===== src/rtl/bless_nic_pkg.sv =====
// bless_nic_pkg: shared field widths, router control-word layout, FIFO entry
// structs and the field-slice helpers used by the NIC and its bench.
// Control word, MSB first: {valid, seq[3], src[4], dest[4], age[4]}.
package bless_nic_pkg;
  localparam int SEQ_N  = 3;
  localparam int ADDR_N = 4;
  localparam int AGE_N  = 4;
  localparam int DATA_N = 8;
  localparam int CTRL_N = 1 + SEQ_N + 2 * ADDR_N + AGE_N;

  localparam int AGE_LO  = 0;
  localparam int DEST_LO = AGE_LO + AGE_N;
  localparam int SRC_LO  = DEST_LO + ADDR_N;
  localparam int SEQ_LO  = SRC_LO + ADDR_N;
  localparam int VLD_B   = SEQ_LO + SEQ_N;

  typedef logic [CTRL_N-1:0] ctrl_t;

  typedef struct packed {
    logic [ADDR_N-1:0] dest;
    logic [DATA_N-1:0] data;
    logic [SEQ_N-1:0]  seq;
  } inj_ent_t;

  typedef struct packed {
    logic [ADDR_N-1:0] src;
    logic [SEQ_N-1:0]  seq;
    logic [DATA_N-1:0] data;
  } ej_ent_t;

  function automatic logic valid_f(input ctrl_t c);
    return c[VLD_B];
  endfunction

  function automatic logic [SEQ_N-1:0] seq_f(input ctrl_t c);
    return c[SEQ_LO +: SEQ_N];
  endfunction

  function automatic logic [ADDR_N-1:0] src_f(input ctrl_t c);
    return c[SRC_LO +: ADDR_N];
  endfunction

  function automatic logic [ADDR_N-1:0] dest_f(input ctrl_t c);
    return c[DEST_LO +: ADDR_N];
  endfunction

  function automatic logic [AGE_N-1:0] age_f(input ctrl_t c);
    return c[AGE_LO +: AGE_N];
  endfunction

  function automatic ctrl_t pack_ctrl(input logic v, input logic [SEQ_N-1:0] seq,
                                      input logic [ADDR_N-1:0] src,
                                      input logic [ADDR_N-1:0] dest,
                                      input logic [AGE_N-1:0] age);
    return {v, seq, src, dest, age};
  endfunction
endpackage


===== src/rtl/bless_nic_if.sv =====
// bless_nic_if: bundles the core-side injection/ejection handshakes and the
// router local port (port4). Modport slave is the NIC side, master is the
// core/router environment driving it.
interface bless_nic_if;
  import bless_nic_pkg::*;

  logic              inj_valid;
  logic              inj_ready;
  logic [ADDR_N-1:0] inj_dest;
  logic [DATA_N-1:0] inj_data;
  logic              port4_ready;
  ctrl_t             port4_ci;
  logic [DATA_N-1:0] port4_di;
  ctrl_t             port4_co;
  logic [DATA_N-1:0] port4_do;
  logic              ej_valid;
  logic              ej_ready;
  logic [ADDR_N-1:0] ej_src;
  logic [SEQ_N-1:0]  ej_seq;
  logic [DATA_N-1:0] ej_data;
  logic              ej_drop;
  logic [7:0]        drop_cnt;

  modport slave (
    input  inj_valid, inj_dest, inj_data, port4_ready, port4_co, port4_do, ej_ready,
    output inj_ready, port4_ci, port4_di, ej_valid, ej_src, ej_seq, ej_data,
           ej_drop, drop_cnt
  );

  modport master (
    output inj_valid, inj_dest, inj_data, port4_ready, port4_co, port4_do, ej_ready,
    input  inj_ready, port4_ci, port4_di, ej_valid, ej_src, ej_seq, ej_data,
           ej_drop, drop_cnt
  );
endinterface


===== src/rtl/bless_nic_fifo.sv =====
// nic_fifo: small synchronous FIFO.
// Ports: clk, rst (sync, active-low), push/din, pop/dout (head, show-ahead),
// full, empty. A push while full is accepted only when a pop happens on the
// same edge; pop on empty is ignored. DEPTH must be a power of two.
module nic_fifo #(
  parameter int WIDTH = 8,
  parameter int DEPTH = 4
) (
  input  logic             clk,
  input  logic             rst,
  input  logic             push,
  input  logic [WIDTH-1:0] din,
  input  logic             pop,
  output logic [WIDTH-1:0] dout,
  output logic             full,
  output logic             empty
);
  localparam int AW = (DEPTH > 1) ? $clog2(DEPTH) : 1;
  localparam int CW = $clog2(DEPTH + 1);

  logic [WIDTH-1:0] mem [DEPTH];
  logic [AW-1:0]    wr_ptr, rd_ptr;
  logic [CW-1:0]    cnt;
  logic             do_push, do_pop;

  assign empty   = (cnt == '0);
  assign full    = (cnt == CW'(DEPTH));
  assign do_pop  = pop & ~empty;
  assign do_push = push & (~full | do_pop);
  assign dout    = mem[rd_ptr];

  // Pointers wrap naturally because DEPTH is a power of two.
  always_ff @(posedge clk) begin
    if (!rst) begin
      wr_ptr <= '0;
      rd_ptr <= '0;
      cnt    <= '0;
    end else begin
      if (do_push) wr_ptr <= wr_ptr + AW'(1);
      if (do_pop)  rd_ptr <= rd_ptr + AW'(1);
      cnt <= cnt + CW'(do_push) - CW'(do_pop);
    end
  end

  // Storage needs no reset: contents are only visible through gated outputs.
  always_ff @(posedge clk) begin
    if (do_push) mem[wr_ptr] <= din;
  end
endmodule


===== src/rtl/bless_nic.sv =====
// bless_nic: network interface between a core and the local port of a
// bufferless deflection router.
// Ports: clk, rst (sync, active-low), bus (bless_nic_if.slave):
//   injection  inj_valid/inj_ready/inj_dest/inj_data -> port4_ci/port4_di
//   ejection   port4_co/port4_do -> ej_valid/ej_ready/ej_src/ej_seq/ej_data
//   drops      ej_drop pulse, drop_cnt saturating counter
module bless_nic
  import bless_nic_pkg::*;
#(
  parameter logic [ADDR_N-1:0] NODE_ID    = 4'd0,
  parameter int                FIFO_DEPTH = 4
) (
  input logic       clk,
  input logic       rst,
  bless_nic_if.slave bus
);
  // ---------------- injection path ----------------
  inj_ent_t          inj_din, inj_head;
  logic              inj_full, inj_empty, inj_push, inj_pop;
  logic [SEQ_N-1:0]  seq_ctr;
  logic [AGE_N-1:0]  head_age;

  assign bus.inj_ready = ~inj_full;
  assign inj_push      = bus.inj_valid & ~inj_full;
  // The router gives no acknowledge: presenting a flit while port4_ready is
  // high is the transfer, so the pop is unconditional.
  assign inj_pop       = ~inj_empty & bus.port4_ready;
  assign inj_din       = '{dest: bus.inj_dest, data: bus.inj_data, seq: seq_ctr};

  nic_fifo #(.WIDTH($bits(inj_ent_t)), .DEPTH(FIFO_DEPTH)) u_inj_fifo (
    .clk(clk), .rst(rst), .push(inj_push), .din(inj_din), .pop(inj_pop),
    .dout(inj_head), .full(inj_full), .empty(inj_empty)
  );

  assign bus.port4_ci = inj_pop ? pack_ctrl(1'b1, inj_head.seq, NODE_ID, inj_head.dest, head_age)
                                : '0;
  assign bus.port4_di = inj_pop ? inj_head.data : '0;

  always_ff @(posedge clk) begin
    if (!rst) begin
      seq_ctr  <= '0;
      head_age <= '0;
    end else begin
      if (inj_push) seq_ctr <= seq_ctr + SEQ_N'(1);
      // Age tracks how long the current head has waited for the router.
      if (inj_pop)
        head_age <= '0;
      else if (!inj_empty && head_age != '1)
        head_age <= head_age + AGE_N'(1);
    end
  end

  // ---------------- ejection path ----------------
  ej_ent_t ej_din, ej_head;
  logic    ej_full, ej_empty, ej_push, ej_pop, co_valid, for_me, drop;
  logic    unused_co_age;

  assign co_valid      = valid_f(bus.port4_co);
  assign for_me        = (dest_f(bus.port4_co) == NODE_ID);
  assign unused_co_age = ^age_f(bus.port4_co);
  assign ej_pop        = ~ej_empty & bus.ej_ready;
  // The router cannot be stalled, so a flit with nowhere to go is lost.
  assign ej_push       = co_valid & for_me & (~ej_full | ej_pop);
  assign drop          = co_valid & ~ej_push;
  assign ej_din        = '{src: src_f(bus.port4_co), seq: seq_f(bus.port4_co),
                           data: bus.port4_do};

  nic_fifo #(.WIDTH($bits(ej_ent_t)), .DEPTH(FIFO_DEPTH)) u_ej_fifo (
    .clk(clk), .rst(rst), .push(ej_push), .din(ej_din), .pop(ej_pop),
    .dout(ej_head), .full(ej_full), .empty(ej_empty)
  );

  assign bus.ej_valid = ~ej_empty;
  assign bus.ej_src   = ej_empty ? '0 : ej_head.src;
  assign bus.ej_seq   = ej_empty ? '0 : ej_head.seq;
  assign bus.ej_data  = ej_empty ? '0 : ej_head.data;

  always_ff @(posedge clk) begin
    if (!rst) begin
      bus.ej_drop  <= 1'b0;
      bus.drop_cnt <= '0;
    end else begin
      bus.ej_drop <= drop;
      if (drop && bus.drop_cnt != 8'hFF) bus.drop_cnt <= bus.drop_cnt + 8'd1;
    end
  end
endmodule


===== src/flat_wrapper.sv =====
// flat-port wrapper written by rule: the top's interface ports become plain ports
module bless_nic_flat import bless_nic_pkg::*;
#(
  parameter logic [ADDR_N-1:0] NODE_ID    = 4'd0,
  parameter int                FIFO_DEPTH = 4
)
  (clk, rst, bus_inj_valid, bus_inj_dest, bus_inj_data, bus_port4_ready, bus_port4_co, bus_port4_do, bus_ej_ready, bus_inj_ready, bus_port4_ci, bus_port4_di, bus_ej_valid, bus_ej_src, bus_ej_seq, bus_ej_data, bus_ej_drop, bus_drop_cnt);
  bless_nic_if bus_i ();
  input logic clk;
  input logic rst;
  input wire logic [$bits(bus_i.inj_valid)-1:0] bus_inj_valid;
  input wire logic [$bits(bus_i.inj_dest)-1:0] bus_inj_dest;
  input wire logic [$bits(bus_i.inj_data)-1:0] bus_inj_data;
  input wire logic [$bits(bus_i.port4_ready)-1:0] bus_port4_ready;
  input wire logic [$bits(bus_i.port4_co)-1:0] bus_port4_co;
  input wire logic [$bits(bus_i.port4_do)-1:0] bus_port4_do;
  input wire logic [$bits(bus_i.ej_ready)-1:0] bus_ej_ready;
  output wire logic [$bits(bus_i.inj_ready)-1:0] bus_inj_ready;
  output wire logic [$bits(bus_i.port4_ci)-1:0] bus_port4_ci;
  output wire logic [$bits(bus_i.port4_di)-1:0] bus_port4_di;
  output wire logic [$bits(bus_i.ej_valid)-1:0] bus_ej_valid;
  output wire logic [$bits(bus_i.ej_src)-1:0] bus_ej_src;
  output wire logic [$bits(bus_i.ej_seq)-1:0] bus_ej_seq;
  output wire logic [$bits(bus_i.ej_data)-1:0] bus_ej_data;
  output wire logic [$bits(bus_i.ej_drop)-1:0] bus_ej_drop;
  output wire logic [$bits(bus_i.drop_cnt)-1:0] bus_drop_cnt;
  assign bus_i.inj_valid = bus_inj_valid;
  assign bus_i.inj_dest = bus_inj_dest;
  assign bus_i.inj_data = bus_inj_data;
  assign bus_i.port4_ready = bus_port4_ready;
  assign bus_i.port4_co = bus_port4_co;
  assign bus_i.port4_do = bus_port4_do;
  assign bus_i.ej_ready = bus_ej_ready;
  assign bus_inj_ready = bus_i.inj_ready;
  assign bus_port4_ci = bus_i.port4_ci;
  assign bus_port4_di = bus_i.port4_di;
  assign bus_ej_valid = bus_i.ej_valid;
  assign bus_ej_src = bus_i.ej_src;
  assign bus_ej_seq = bus_i.ej_seq;
  assign bus_ej_data = bus_i.ej_data;
  assign bus_ej_drop = bus_i.ej_drop;
  assign bus_drop_cnt = bus_i.drop_cnt;
  bless_nic #(.NODE_ID(NODE_ID), .FIFO_DEPTH(FIFO_DEPTH)) u_core (.clk(clk), .rst(rst), .bus(bus_i));
endmodule

===== config.mk =====
export PLATFORM = sky130hd
export DESIGN_NAME = bless_nic_flat
export DESIGN_NICKNAME = d
export VERILOG_FILES = /design/src/rtl/bless_nic_pkg.sv /design/src/rtl/bless_nic_if.sv /design/src/rtl/bless_nic_fifo.sv /design/src/rtl/bless_nic.sv /design/src/flat_wrapper.sv
export SDC_FILE = /design/constraint.sdc
export NUM_CORES = 1
export LEC_CHECK = 0
export CORE_MARGIN = 3
export CORE_UTILIZATION = 61
export CTS_BUF_LIST = sky130_fd_sc_hd__clkbuf_2
export DETAILED_ROUTE_END_ITERATION = 6
export PLACE_DENSITY = 0.88
export SKIP_LAST_GASP = 1
export SYNTH_ARGS = -nofsm -noshare
export SYNTH_HDL_FRONTEND = slang
export SYNTH_HIERARCHICAL = 1
export SYNTH_SLANG_ARGS = --single-unit

===== constraint.sdc =====
create_clock -name clk -period 7.25 [get_ports clk]
set_input_delay 1.0875 -clock clk [delete_from_list [all_inputs] [get_ports clk]]
set_output_delay 1.0875 -clock clk [all_outputs]
set_load 0.1 [all_outputs]

After elaboration in Yosys (flattened, before gate mapping) --
Memory sizes are Yosys's and may differ from the RTL's. A register that Yosys moved wholly into a read port is not among the register bits. Index checks and enable logic that the tools add are counted.
Word-level totals: bits in registers 30, bits in latches 0, memory bits (writable) 120, ROM bits 0, input bits 41, output and inout port bits 50, logic and storage cells 66, memories kept 2
Memories:
- u_core.u_ej_fifo.mem | words 4, width 15, read ports 1, clocked after memory_dff 1, wr ports 1, RTL line bless_nic_fifo.sv:21 | logic [WIDTH-1:0] mem [DEPTH];
- u_core.u_inj_fifo.mem | words 4, width 15, read ports 1, clocked after memory_dff 1, wr ports 1, RTL line bless_nic_fifo.sv:21
Operators by class: add/subtract/negate cells 11, $mul 0, div/mod/pow operators 0, order comparisons 0, equal/unequal tests 4, shift-type cells 0, mux-type cells 13, bitwise gates (word level) 19, reductions and logical operators 7
Operators with widths (number):
- $mux 16 | 1
- $mux 8 | 2
- $and 1x1->1 | 10
- $add 2x1->2 const B | 4
- $add 8x1->8 const B | 1
- $mux 2 | 4
- $ne 8x8->1 const B | 1
- $add 3x1->3 | 2
- $eq 3x3->1 const B | 2
- $logic_not 3->1 | 2
- $not 1->1 | 6
- $sub 3x1->3 | 2
- $add 4x1->4 const B | 1
- $logic_not 4->1 | 1
- $mux 1 | 4
- $mux 4 | 1
- $ne 4x4->1 const B | 1
- $add 3x1->3 const B | 1
- $mux 3 | 1
- $or 1x1->1 | 3
- $logic_and 1x1->1 | 2
- $reduce_or 2->1 | 1
- $logic_not 1->1 | 1

Logic depth before layout (Yosys ltp) --
depth in word-level cells 8, gate-level depth with buffers 11, mapped depth without buffers 11

By module --
The synthesis kept the hierarchy.
Modules (own cells, without submodules):
- nic_fifo | instances 2, cells an instance 125, area an instance 2656.3 um^2, seq. area each 1981.9 um^2
- bless_nic | instances 1, cells an instance 130, area an instance 1058.5 um^2, seq. area each 320.3 um^2

Least setup slack after synthesis --
OpenSTA, ideal clock, no wires.
kind in2out, start input bus_port4_ready, end output bus_port4_ci[13], arrival time 2.334 ns, data required time 6.162 ns, setup slack 3.829 ns, stages 3, buffers on the path 1, cell sequence nor2b_1 -> clkbuf_1 -> and2_1
On the way: word-level cells in the longest chain between the ends 2
Ends and longest elaborated chain:
- start: declaration | RTL line flat_wrapper.sv:14 | input wire logic [$bits(bus_i.port4_ready)-1:0] bus_port4_ready;
- $and 1x1->1 | RTL line bless_nic.sv:27 | assign inj_pop = ~inj_empty & bus.port4_ready;
- net u_core.inj_pop | RTL line bless_nic.sv:19 | logic inj_full, inj_empty, inj_push, inj_pop;
- $mux 16 | RTL line bless_nic.sv:35 | assign bus.port4_ci = inj_pop ? pack_ctrl(1'b1, inj_head.seq, NODE_ID, inj_head.dest, head_age)
- end: declaration | RTL line flat_wrapper.sv:19 | output wire logic [$bits(bus_i.port4_ci)-1:0] bus_port4_ci;
The timed path passes the listed nets, and every way through them passes these cells.

==> impl_summary.log <==
[metrics] result of the run: finished, final reports clean
[metrics] Max-Cap Viols: 0
[metrics] Skew-Pair Late Insertion Delay: 0.66 ns
[metrics] highest clock rate: 216 MHz
[metrics] clock transition at the register clock pins on the worst setup and hold paths after CTS: 0.20 ns
[metrics] normalized max-slew margin: 28.7%
[metrics] num rows: 36
[metrics] number of remaining DRC errors: 0
[metrics] total negative setup slack: 0 ns
[metrics] worst min path class: reg -> reg
[metrics] y dimension of the die: 108 µm
[metrics] layout cell share with drive strength beyond 1: 16.2%
[metrics] instance area at placement: 0.00725 mm²
[metrics] final instance count without filler cells: 614
[metrics] number of H-tree levels: 4
[metrics] unrepaired setup endpoints after global routing: false
[metrics] number of nets still failing antenna checks after routing: 0
[metrics] die footprint: 0.0117 mm²
[metrics] Gate Count Post-Synth: 380
[metrics] final critical path time including I/O delays and setup: 4.63 ns
[metrics] Worst Hold Path Cells: 2
[metrics] number of synthesized flops with an enable pin: 120
[metrics] number of buffers inserted to repair setup after CTS: 0
[metrics] global router's overall resource usage: 21.3%
[metrics] fraction of the cycle the final worst path needs: 63.9%
[metrics] Synth Cell Area: 0.00637 mm²
[metrics] highest fanout seen on the critical path: 15
[metrics] number of sinks on the clock net: 154
[metrics] width of the die: 108 µm
[metrics] average wire per standard cell: 18.7 µm
[metrics] pin slew with the least headroom to its limit: 1.07 ns
[metrics] Pleak: 0.00250 µW
[metrics] Placer Congestion: 0.766
[metrics] Vias/cell: 5.54
[metrics] power per cell area: 276 mW/mm²
[metrics] Detailed Place HPWL: 7.40 mm
[metrics] category of the worst setup path capture point: primary output
[metrics] maximum count of clock buffers along a single path: 2
[metrics] part of the Yosys area used for sequential elements: 67.2%
[metrics] post-synth cell types: 44
[metrics] type of origin of the critical path: flop
[metrics] vias after detailed routing: 3401
[metrics] per-instance average area after synthesis: 16.8 µm²
[metrics] number of CTS-inserted buffers: 17
[metrics] number of violations reported at the end of detailed-routing iteration 0: 219
[metrics] n_diodes: 0
[metrics] Fin. Hold Viols: 0
[metrics] largest net degree at the start of global routing: 37
[metrics] number of fill cells in the layout: 604
[metrics] wire length of the first global-routing pass: 18.2 mm
[metrics] category of the most critical setup path: reg -> out
[metrics] total of cells resized after clock tree synthesis: 0
[metrics] max-slew violations: 0
[metrics] layout-stage area growth over the synthesis result: 17.5%
[metrics] VDD IR-drop max: 0.146 mV
[metrics] worst setup skew after layout: 0.0214 ns
[metrics] Synth warnings: 6
[metrics] critical path required time: 6.16 ns
[metrics] effective utilization at floorplan: 64.0%
[metrics] data arrival time of the critical path: 3.54 ns
[metrics] boundary pin count: 91
[metrics] #FFs+latches synth: 154
[metrics] count of input and output buffers: 82
[metrics] remaining global-route overflow: 0
[metrics] Core Area: 0.00995 mm²
[metrics] cell area after layout: 0.00749 mm²
[metrics] clock tree from TritonCTS: yes
[metrics] number of buffers inserted for hold repair after clock tree synthesis: 0
[metrics] flip-flop cell with the highest count after synthesis: sky130_fd_sc_hd__edfxtp_1
[metrics] Post-Route Hold Slack: 0.523 ns
[metrics] number of global-route vias before repair: 3516
[metrics] cell total after placement: 582
[metrics] net count reported at finish: 524
[metrics] Setup Viol. Count Final: 0
[metrics] length in cells of the worst reg-to-reg path: 11
[metrics] cell at the root of the clock tree: sky130_fd_sc_hd__clkbuf_2
[metrics] iteration count of the initial detailed-routing pass: 4
[metrics] Routed WL: 11.5 mm
[metrics] antenna violations before repair: 0
[metrics] async set or reset register ratio after synthesis: 0%
==> final timing paths <==
kind / start / slack (ns) / endpoint
worst max-delay path: flop / 2.62 / bus_port4_ci[14]
worst min-delay path: u_core/u_inj_fifo/wr_ptr[1] / 0.52 / u_core/u_inj_fifo/wr_ptr[1]
worst max register to register: u_core/u_inj_fifo/cnt[1] / 4.41 / u_core/u_inj_fifo/cnt[2]
worst min register to register: u_core/u_inj_fifo/wr_ptr[1] / 0.52 / u_core/u_inj_fifo/wr_ptr[1]
==> layer usage <==
layer | vias up | wire length, µm | global-route usage (%)
met5 | - | 0 | 0
met4 | 0 | 196 | 7.75
met3 | 14 | 674 | 5.55
met2 | 105 | 5960 | 35.8
met1 | 1690 | 4660 | 27.1
li1 | 1592 | - | -
==> critical path: stages, from the launching register on <==
cell and delay [ns]:
sky130_fd_sc_hd__dfxtp_1 1.05, sky130_fd_sc_hd__mux4_2 0.64, sky130_fd_sc_hd__and2_1 0.19, sky130_fd_sc_hd__clkdlybuf4s50_1 0.99
==> state kept, by name (all words and copies together), names as in the netlist, named ones only <==
register,count
u_core/u_ej_fifo/mem,60
u_core/u_inj_fifo/mem,60
u_core/bus.drop_cnt,8
u_core/head_age,4
u_core/seq_ctr,3
u_core/u_ej_fifo/cnt,3
u_core/u_inj_fifo/cnt,3
u_core/u_ej_fifo/rd_ptr,2
u_core/u_ej_fifo/wr_ptr,2
u_core/u_inj_fifo/rd_ptr,2
u_core/u_inj_fifo/wr_ptr,2
u_core/bus.ej_drop,1
==> final cells by class <==
class | instances | area, µm² | share of cell area (%)
clock buffer | 17 | 85.1 | 1.14
clock inverter | 15 | 158 | 2.11
inverter | 15 | 56.3 | 0.752
multi-input combinational | 196 | 1900 | 25.4
sequential | 154 | 4280 | 57.2
tap | 133 | 166 | 2.22
timing repair buffer | 84 | 836 | 11.2
==> cell usage after synthesis (all sizes together), types with 3 or more instances <==
cell | number | area, µm²
a21boi | 7 | 60.1
inv | 15 | 56.3
edfxtp | 120 | 3600
nor2b | 14 | 90.1
nand4 | 4 | 25.0
nor2 | 5 | 18.8
mux2i | 6 | 60.1
ha | 13 | 163
clkbuf | 6 | 22.5
o21ai | 8 | 43.8
buf | 12 | 121
xnor2 | 12 | 105
nand3 | 5 | 30.0
and2b | 6 | 52.6
or3 | 4 | 25.0
nand2 | 12 | 45.0
mux4 | 30 | 676
and2 | 42 | 263
dfxtp | 34 | 681
o31ai | 3 | 32.5
==> cells in the final DEF, fill, tap and decap left out, types with 3 or more instances in the layout <==
master	Yosys	final
sky130_fd_sc_hd__dfxtp_1	34	34
sky130_fd_sc_hd__and2_1	42	42
sky130_fd_sc_hd__mux2i_1	6	6
sky130_fd_sc_hd__mux4_2	30	30
sky130_fd_sc_hd__nand4_1	4	4
sky130_fd_sc_hd__and2b_2	6	6
sky130_fd_sc_hd__clkinvlp_4	0	5
sky130_fd_sc_hd__clkdlybuf4s50_1	0	82
sky130_fd_sc_hd__xnor2_1	12	12
sky130_fd_sc_hd__conb_1	1	4
sky130_fd_sc_hd__inv_1	15	15
sky130_fd_sc_hd__nand3_1	4	4
sky130_fd_sc_hd__bufinv_16	0	3
sky130_fd_sc_hd__o21ai_0	7	7
sky130_fd_sc_hd__clkbuf_2	0	17
sky130_fd_sc_hd__edfxtp_1	120	120
sky130_fd_sc_hd__ha_1	13	13
sky130_fd_sc_hd__clkinv_2	0	3
sky130_fd_sc_hd__a21boi_1	3	3
sky130_fd_sc_hd__nand2_1	12	12
sky130_fd_sc_hd__clkinv_1	0	4
sky130_fd_sc_hd__nor2_1	5	5
sky130_fd_sc_hd__or3_1	4	4
sky130_fd_sc_hd__nor2b_1	13	13
==> stage by stage <==
step / util, % / setup WS (ns) / total power, µW
after global routing: 75.2 / 2.39 / 2150
after global placement: 72.8 / 2.77 / 1600
final: 75.2 / 2.62 / 2060
after floorplan: - / 3.83 / 1500
after detailed placement: 72.8 / 2.66 / 1620
after CTS: 75.2 / 2.51 / 2080
==> report_power, final <==
part	total (µW)	leakage, µW	switching [µW]	internal [µW]
Combinational	518	0.00100	340	178
Sequential	1080	0.00137	54.5	1020
Clock	466	0.000132	281	184
==> cell families after synthesis <==
logic type	after synthesis	share of synthesized area [%]
AOI/OAI and AO/OA	25	3.10
xor gates and xnor gates	13	1.79
adders and majority gates	15	3.18
buffers and inverters	33	3.14
DFF	154	67.2
muxes	36	11.5
other	1	0.0589
and+or+nand+nor	103	9.94
Note: power is estimated with default switching activity, not from simulation.
